### config.mk
export PLATFORM = sky130hd
export DESIGN_NAME = pkt_filter_table_flat
export DESIGN_NICKNAME = d
export VERILOG_FILES = /design/src/rtl/pkt_filter_table_if.sv /design/src/rtl/pkt_filter_table.sv /design/src/flat_wrapper.sv
export SDC_FILE = /design/constraint.sdc
export NUM_CORES = 2
export LEC_CHECK = 0
export BUFFER_PORTS_ARGS = -buffer_cell sky130_fd_sc_hd__buf_2
export CAP_MARGIN = 40
export CORE_ASPECT_RATIO = 1.75
export CORE_UTILIZATION = 30
export CTS_BUF_LIST = sky130_fd_sc_hd__clkbuf_4 sky130_fd_sc_hd__clkbuf_8 sky130_fd_sc_hd__clkbuf_16
export CTS_CLUSTER_DIAMETER = 80
export DETAILED_ROUTE_END_ITERATION = 8
export SETUP_SLACK_MARGIN = 0.3
export SLEW_MARGIN = 30
export SYNTH_ARGS = -nofsm -noshare
export SYNTH_HDL_FRONTEND = slang
export SYNTH_SLANG_ARGS = --single-unit
### constraint.sdc
create_clock -name clk -period 2.6 [get_ports clk]
set_clock_uncertainty 0.2 [all_clocks]
set_input_delay 0.13 -clock clk [delete_from_list [all_inputs] [get_ports clk]]
set_output_delay 0.13 -clock clk [all_outputs]
set_load 0.05 [all_outputs]
### src/rtl/pkt_filter_table_if.sv
// Header, configuration and decision signals of the packet filter table.
// The master drives headers/config and takes decisions; the slave is the filter.
interface pkt_filter_table_if #(
  parameter int unsigned NUM_RULES = 4
);
  localparam int unsigned RW = $clog2(NUM_RULES);
  localparam int unsigned AW = RW + 3;

  logic [511:0]  hdr_data;
  logic          hdr_valid;
  logic          hdr_ready;
  logic          cfg_we;
  logic [AW-1:0] cfg_waddr;
  logic [31:0]   cfg_wdata;
  logic [AW-1:0] cfg_raddr;
  logic [31:0]   cfg_rdata;
  logic          dec_valid;
  logic          dec_ready;
  logic          dec_match;
  logic [RW-1:0] dec_rule;
  logic          dec_accept;

  modport master (
    output hdr_data, hdr_valid, cfg_we, cfg_waddr, cfg_wdata, cfg_raddr, dec_ready,
    input  hdr_ready, cfg_rdata, dec_valid, dec_match, dec_rule, dec_accept
  );

  modport slave (
    input  hdr_data, hdr_valid, cfg_we, cfg_waddr, cfg_wdata, cfg_raddr, dec_ready,
    output hdr_ready, cfg_rdata, dec_valid, dec_match, dec_rule, dec_accept
  );
endinterface

### src/rtl/pkt_filter_table.sv
// Two-stage UDP/IPv4 header classifier against NUM_RULES configurable rules,
// with lowest-index priority and saturating per-rule hit counters.
module pkt_filter_table #(
  parameter int unsigned NUM_RULES = 4,
  parameter int unsigned CNT_W     = 32
) (
  input  logic              clk,
  input  logic              rst_n,
  pkt_filter_table_if.slave bus
);
  localparam int unsigned RW = $clog2(NUM_RULES);
  localparam int unsigned AW = RW + 3;

  typedef struct packed {
    logic        en;
    logic        act;
    logic [47:0] mac;
    logic [15:0] etype;
    logic [7:0]  proto;
    logic [31:0] ip_base;
    logic [31:0] ip_mask;
    logic [15:0] port_mask;
    logic [15:0] port;
  } rule_t;

  rule_t            r_rule [NUM_RULES];
  logic [CNT_W-1:0] r_cnt  [NUM_RULES];

  logic                 r_s1_valid;
  logic [NUM_RULES-1:0] r_s1_match;
  logic [NUM_RULES-1:0] r_s1_act;
  logic                 r_dec_valid;
  logic                 r_dec_match;
  logic [RW-1:0]        r_dec_rule;
  logic                 r_dec_accept;

  logic                 w_adv;
  logic [NUM_RULES-1:0] w_match;
  logic [NUM_RULES-1:0] w_act;
  logic [RW-1:0]        w_win;
  logic                 w_any;
  logic                 w_inc;
  logic [RW-1:0]        w_wrule;
  logic [2:0]           w_wword;
  logic [RW-1:0]        w_rrule;
  logic [2:0]           w_rword;
  logic [31:0]          w_rdata;
  rule_t                w_rsel;

  // Header field extraction; byte k lives at bits [511-8k -: 8]
  logic [47:0] w_mac;
  logic [15:0] w_etype;
  logic [3:0]  w_ver;
  logic [3:0]  w_ihl;
  logic [7:0]  w_proto;
  logic [31:0] w_ip;
  logic [15:0] w_port;
  logic        w_unused;

  assign w_mac    = bus.hdr_data[511:464];
  assign w_etype  = bus.hdr_data[415:400];
  assign w_ver    = bus.hdr_data[399:396];
  assign w_ihl    = bus.hdr_data[395:392];
  assign w_proto  = bus.hdr_data[327:320];
  assign w_ip     = bus.hdr_data[271:240];
  assign w_port   = bus.hdr_data[223:208];
  assign w_unused = &{1'b0, bus.hdr_data[463:416], bus.hdr_data[391:328],
                      bus.hdr_data[319:272], bus.hdr_data[239:224], bus.hdr_data[207:0]};

  assign w_adv         = !r_dec_valid || bus.dec_ready;
  assign bus.hdr_ready = w_adv;

  assign w_wrule = bus.cfg_waddr[AW-1:3];
  assign w_wword = bus.cfg_waddr[2:0];
  assign w_rrule = bus.cfg_raddr[AW-1:3];
  assign w_rword = bus.cfg_raddr[2:0];

  // Per-rule compare against the configuration currently held in the registers
  always_comb begin
    w_match = '0;
    w_act   = '0;
    for (int r = 0; r < int'(NUM_RULES); r++) begin
      w_act[r]   = r_rule[r].act;
      w_match[r] = r_rule[r].en
                && (w_mac   == r_rule[r].mac)
                && (w_etype == r_rule[r].etype)
                && (w_ver   == 4'd4)
                && (w_ihl   == 4'd5)
                && (w_proto == r_rule[r].proto)
                && ((w_ip & r_rule[r].ip_mask) == (r_rule[r].ip_base & r_rule[r].ip_mask))
                && ((w_port & r_rule[r].port_mask) == (r_rule[r].port & r_rule[r].port_mask));
    end
  end

  // Stage 1: match vector and rule actions captured at the handshake
  always_ff @(posedge clk or negedge rst_n) begin
    if (!rst_n) begin
      r_s1_valid <= 1'b0;
      r_s1_match <= '0;
      r_s1_act   <= '0;
    end else if (w_adv) begin
      r_s1_valid <= bus.hdr_valid;
      r_s1_match <= bus.hdr_valid ? w_match : '0;
      r_s1_act   <= w_act;
    end
  end

  // Lowest matching index wins
  always_comb begin
    w_win = '0;
    w_any = |r_s1_match;
    for (int i = int'(NUM_RULES) - 1; i >= 0; i--) begin
      if (r_s1_match[i]) w_win = RW'(i);
    end
  end

  // Stage 2: registered decision
  always_ff @(posedge clk or negedge rst_n) begin
    if (!rst_n) begin
      r_dec_valid  <= 1'b0;
      r_dec_match  <= 1'b0;
      r_dec_rule   <= '0;
      r_dec_accept <= 1'b0;
    end else if (w_adv) begin
      r_dec_valid  <= r_s1_valid;
      r_dec_match  <= w_any;
      r_dec_rule   <= w_win;
      r_dec_accept <= w_any && r_s1_act[w_win];
    end
  end

  assign bus.dec_valid  = r_dec_valid;
  assign bus.dec_match  = r_dec_match;
  assign bus.dec_rule   = r_dec_rule;
  assign bus.dec_accept = r_dec_accept;

  // Rule configuration registers (words 0-6)
  always_ff @(posedge clk or negedge rst_n) begin
    if (!rst_n) begin
      for (int r = 0; r < int'(NUM_RULES); r++) r_rule[r] <= '0;
    end else if (bus.cfg_we) begin
      for (int r = 0; r < int'(NUM_RULES); r++) begin
        if (w_wrule == RW'(r)) begin
          case (w_wword)
            3'd0: begin
              r_rule[r].en  <= bus.cfg_wdata[0];
              r_rule[r].act <= bus.cfg_wdata[1];
            end
            3'd1: r_rule[r].mac[47:32] <= bus.cfg_wdata[15:0];
            3'd2: r_rule[r].mac[31:0]  <= bus.cfg_wdata;
            3'd3: begin
              r_rule[r].etype <= bus.cfg_wdata[31:16];
              r_rule[r].proto <= bus.cfg_wdata[7:0];
            end
            3'd4: r_rule[r].ip_base <= bus.cfg_wdata;
            3'd5: r_rule[r].ip_mask <= bus.cfg_wdata;
            3'd6: begin
              r_rule[r].port_mask <= bus.cfg_wdata[31:16];
              r_rule[r].port      <= bus.cfg_wdata[15:0];
            end
            default: ;
          endcase
        end
      end
    end
  end

  assign w_inc = r_dec_valid && bus.dec_ready && r_dec_match;

  // Hit counters: saturating increment, a word-7 write clears and overrides it
  always_ff @(posedge clk or negedge rst_n) begin
    if (!rst_n) begin
      for (int r = 0; r < int'(NUM_RULES); r++) r_cnt[r] <= '0;
    end else begin
      for (int r = 0; r < int'(NUM_RULES); r++) begin
        if (bus.cfg_we && (w_wrule == RW'(r)) && (w_wword == 3'd7)) begin
          r_cnt[r] <= '0;
        end else if (w_inc && (r_dec_rule == RW'(r)) && (r_cnt[r] != {CNT_W{1'b1}})) begin
          r_cnt[r] <= r_cnt[r] + CNT_W'(1);
        end
      end
    end
  end

  // Combinational config read-back; unused bits read as zero
  always_comb begin
    w_rsel  = r_rule[w_rrule];
    w_rdata = '0;
    case (w_rword)
      3'd0:    w_rdata = {30'd0, w_rsel.act, w_rsel.en};
      3'd1:    w_rdata = {16'd0, w_rsel.mac[47:32]};
      3'd2:    w_rdata = w_rsel.mac[31:0];
      3'd3:    w_rdata = {w_rsel.etype, 8'd0, w_rsel.proto};
      3'd4:    w_rdata = w_rsel.ip_base;
      3'd5:    w_rdata = w_rsel.ip_mask;
      3'd6:    w_rdata = {w_rsel.port_mask, w_rsel.port};
      default: w_rdata = 32'(r_cnt[w_rrule]);
    endcase
  end

  assign bus.cfg_rdata = w_rdata;

endmodule
### src/flat_wrapper.sv
// flat-port wrapper written by rule: the top's interface ports become plain ports
module pkt_filter_table_flat 
#(
  parameter int unsigned NUM_RULES = 4,
  parameter int unsigned CNT_W     = 32
)
  (clk, rst_n, bus_hdr_data, bus_hdr_valid, bus_cfg_we, bus_cfg_waddr, bus_cfg_wdata, bus_cfg_raddr, bus_dec_ready, bus_hdr_ready, bus_cfg_rdata, bus_dec_valid, bus_dec_match, bus_dec_rule, bus_dec_accept);
  pkt_filter_table_if #(.NUM_RULES(NUM_RULES)) bus_i ();
  input  logic clk;
  input  logic rst_n;
  input wire logic [$bits(bus_i.hdr_data)-1:0] bus_hdr_data;
  input wire logic [$bits(bus_i.hdr_valid)-1:0] bus_hdr_valid;
  input wire logic [$bits(bus_i.cfg_we)-1:0] bus_cfg_we;
  input wire logic [$bits(bus_i.cfg_waddr)-1:0] bus_cfg_waddr;
  input wire logic [$bits(bus_i.cfg_wdata)-1:0] bus_cfg_wdata;
  input wire logic [$bits(bus_i.cfg_raddr)-1:0] bus_cfg_raddr;
  input wire logic [$bits(bus_i.dec_ready)-1:0] bus_dec_ready;
  output wire logic [$bits(bus_i.hdr_ready)-1:0] bus_hdr_ready;
  output wire logic [$bits(bus_i.cfg_rdata)-1:0] bus_cfg_rdata;
  output wire logic [$bits(bus_i.dec_valid)-1:0] bus_dec_valid;
  output wire logic [$bits(bus_i.dec_match)-1:0] bus_dec_match;
  output wire logic [$bits(bus_i.dec_rule)-1:0] bus_dec_rule;
  output wire logic [$bits(bus_i.dec_accept)-1:0] bus_dec_accept;
  assign bus_i.hdr_data = bus_hdr_data;
  assign bus_i.hdr_valid = bus_hdr_valid;
  assign bus_i.cfg_we = bus_cfg_we;
  assign bus_i.cfg_waddr = bus_cfg_waddr;
  assign bus_i.cfg_wdata = bus_cfg_wdata;
  assign bus_i.cfg_raddr = bus_cfg_raddr;
  assign bus_i.dec_ready = bus_dec_ready;
  assign bus_hdr_ready = bus_i.hdr_ready;
  assign bus_cfg_rdata = bus_i.cfg_rdata;
  assign bus_dec_valid = bus_i.dec_valid;
  assign bus_dec_match = bus_i.dec_match;
  assign bus_dec_rule = bus_i.dec_rule;
  assign bus_dec_accept = bus_i.dec_accept;
  pkt_filter_table #(.NUM_RULES(NUM_RULES), .CNT_W(CNT_W)) u_core (.clk(clk), .rst_n(rst_n), .bus(bus_i));
endmodule
==> results.md <==
- Status: complete, but fails checks
- Failing checks: setup timing
- Slew Viols, Final: 0
- Hold wc startpoint: bus_hdr_data[397]
- Slew margin rel.: 32.2%
- Initial antenna violation count: 38
- Post-Layout Inst Area: 58200 um^2
- Maximum vdd drop: 0.587 mV
- Post-Synthesis Cell Area: 44800 um^2
- Asr flop ratio synth: 100%
- Placed inst area: 51200 um^2
- Number of global-route vias before repair: 36.2k
- Clock latency on the worst-skew pair: 720 ps
- Syn Inst Count: 3582
- Minimum clock period: 3160 ps
- Synth Warn #: 0
- Final setup fails: 32
- Slowest CP cell: mux4_2
- FF+latch count, synth: 822
- Fmax: 316 MHz
- Transition time of the tightest slew-check pin: 1010 ps
- Largest net degree at the start of global routing: 107
- Kind of critical path: flop to output pin
- First-pass DRT Iterations: 5
- Final worst setup slack: -560 ps
- Critical Path Start Type: flop
- Placed cell count: 5894
- Final hold vios: 0
- Drc violations: 0
- Area occupied by multi-input gates: 24800 um^2
- Port bufs: 212
- RSZ-0062 raised after global routing: yes
- Reg-to-Reg Start: u_core.r_cnt[33]$_DFFE_PN0P_
- Vias: 36.6k
- Die W: 294 um
- Top Ports: 597
- Total Routing Usage GR: 29.7%
- Die Span Y: 513 um
- Crit path max fanout: 2
- H-tree levels: 3
- RePlAce Congestion: 1.06
- Post-synth EDFFs: 0
- Crit path arrival time: 2830 ps
- Power Dens Cells: 727 nW/um^2
- Syn nets: 4145
- FF+latch area: 20600 um^2
- CTS tree: built
- Layout cells sized above 1: 48.4%
- Req. time, crit path: 2270 ps
- Setup crit end kind: output pin
- Crit path largest cell delay: 610 ps
- Distinct cells, synth: 75
- Crit-path cells: mux4_2, mux2_2, a22o_1, a221o_2, buf_6
- Crit. Startpoint: u_core.r_cnt[6]$_DFFE_PN0P_
- Hold Path Class: primary input to flop
- Area growth syn-to-layout: 29.8%
- Fill cells: 14.2k
- Initial Util: 30.2%
- Drt wl/cell: 35.8 um
- MaxCap Viol Count: 0
- Post-DP HPWL: 168000 um
- Num rows: 187
- Mean Syn Cell Area: 12.5 um^2
- Setup WS pre-CTS: -198 ps
- Setup tns final: -8420 ps
- Drt total wl: 225000 um
- CTS sink count: 822
- Core Footprint: 148000 um^2
- Initial drt markers: 3740
- Leakage: 0.0253 uW
- Main flop type after synthesis: dfrtp_1
- Count of nets after finishing: 4796
- Die ar.: 151000 um^2
- Gr ovfl total: 0
- CTS clock-pin slew for the worst setup and hold paths: 70 ps
- Tcrit/Tclk final: 122%
- TritonCTS buffer count: 81
- Routed Antenna Nets: 0
- Root Driver: clkbuf_16
- Sequential share of the synthesized area: 45.9%
- Non-Filler Instances: 6291
- First-pass GRT wire length: 306000 um
- Routed vias/inst: 5.81
- Worst-case clock buffer depth: 3
cells by family after synthesis:
family / after synthesis / share of synthesized area, %
flip-flops: 822 / 45.9
XOR/XNOR: 475 / 9.28
AO/OA/AOI/OAI: 393 / 6.56
AND/OR/NAND/NOR: 686 / 8.16
adder cells (fa/ha/maj): 4 / 0.112
buffers and inverters: 324 / 2.88
multiplexers: 878 / 27.1
repair_timing:
| action | in CTS | in global routing |
|---|---|---|
| pin swaps | 111 | 127 |
| endpoints found under the setup margin | 111 | 151 |
| endpoints found under the hold margin | 1512 | 0 |
| gates resized for setup | 282 | 190 |
| hold buffers | 80 | 0 |
| gates cloned | 2 | 2 |
| setup buffers | 102 | 50 |
Yosys cell counts (all sizes together) (11+ instances only):
cell / instances / share of area, %
nor4: 56 / 0.86
nor3: 46 / 0.56
a21oi: 33 / 0.37
nor2: 144 / 1.2
nand4: 88 / 1.2
dfrtp: 822 / 46
buf: 76 / 0.80
o2bb2ai: 11 / 0.21
or3: 25 / 0.36
mux2: 674 / 17
nor2b: 19 / 0.27
o21ai: 53 / 0.59
and3: 28 / 0.39
a22o: 46 / 0.90
inv: 77 / 0.64
clkbuf: 171 / 1.4
nand3: 83 / 0.96
o22ai: 38 / 0.53
mux4: 202 / 10
xor2: 350 / 6.8
nand2: 120 / 1.0
xnor2: 125 / 2.4
a32oi: 17 / 0.33
a221oi: 39 / 0.76
nand2b: 12 / 0.17
and4: 19 / 0.37
a22oi: 102 / 1.7
placed cells by master (no fill, tap or decap), drive strengths merged, types with 33 or more instances in the layout:
master / Yosys / routed
nor3: 46 / 46
dfrtp: 822 / 822
buf: 76 / 734
xnor2: 125 / 125
xor2: 350 / 350
a21oi: 33 / 33
mux2: 674 / 674
a221oi: 39 / 39
mux4: 202 / 202
inv: 77 / 79
nand3: 83 / 83
a22o: 46 / 46
a22oi: 102 / 102
o22ai: 38 / 38
dlygate4sd3: 0 / 79
o21ai: 53 / 53
nor4: 56 / 56
clkbuf: 171 / 114
nand4: 88 / 88
nor2: 144 / 144
nand2: 120 / 120
routing by layer:
layer  wire [um]  track usage [%]
met5         194                0
met4       25100             25.1
met3       17000             6.42
met2      105000             48.1
met1       77400             33.1
sequential cells by signal, indices dropped and copies added (netlist names), 2 cells and up:
| signal | flops |
|---|---|
| u_core.r_rule | 680 |
| u_core.r_cnt | 128 |
| u_core.r_s1_act | 4 |
| u_core.r_s1_match | 4 |
| u_core.bus.dec_rule | 2 |
through the flow:
| stage | util (%) | hold WS, ps | total power [uW] |
|---|---|---|---|
| 5_1_grt | 39.2 | 27.6 | 43100 |
| 3_5_place_dp | 34.5 | -165 | 28000 |
| 3_3_place_gp | 34.5 | -158 | 27800 |
| 2_1_floorplan | - | -366 | 22100 |
| 6_report | 39.2 | 19.8 | 42300 |
| 4_1_cts | 38.3 | 1.00 | 41700 |
power by group:
| part | internal (uW) | switching (uW) | total, uW |
|---|---|---|---|
| clock | 7280 | 5670 | 12900 |
| sequential | 14900 | 2490 | 17400 |
| combinational | 5370 | 6530 | 11900 |
| total | 27600 | 14700 | 42300 |
final cells by class:
type | count | share of cell area (%)
diodes | 14 | 0.0602
clock buffers | 113 | 4.19
clock inverters | 30 | 0.669
inverters | 77 | 0.503
multi-input cells | 2436 | 42.7
flip-flops and latches | 822 | 35.5
well taps | 1984 | 4.27
repair buffers | 815 | 12.2
critical path: cells and delay by family, from the launching register on:
family / cells / cell delay [ps]
muxes: 2 / 920
buffers and inverters: 1 / 180
AOI/OAI and AO/OA: 2 / 620
DFF: 1 / 400
path summary, 6_finish.rpt:
path | slack [ps] | endpoint | cells past startpoint
max | -560 | bus_cfg_rdata[6] | 5
min | 20 | u_core.r_s1_match[1]$_DFFE_PN0P_ | 8
max reg2reg | 50 | u_core.r_cnt[61]$_DFFE_PN0P_ | 11
min in group asynchronous | 500 | u_core.r_rule[304]$_DFFE_PN0P_ | 4
max in group asynchronous | 890 | u_core.r_rule[34]$_DFFE_PN0P_ | 5
min reg2reg | 270 | u_core.bus.dec_valid$_DFFE_PN0P_ | 1
(Power assumes the default switching activity.)
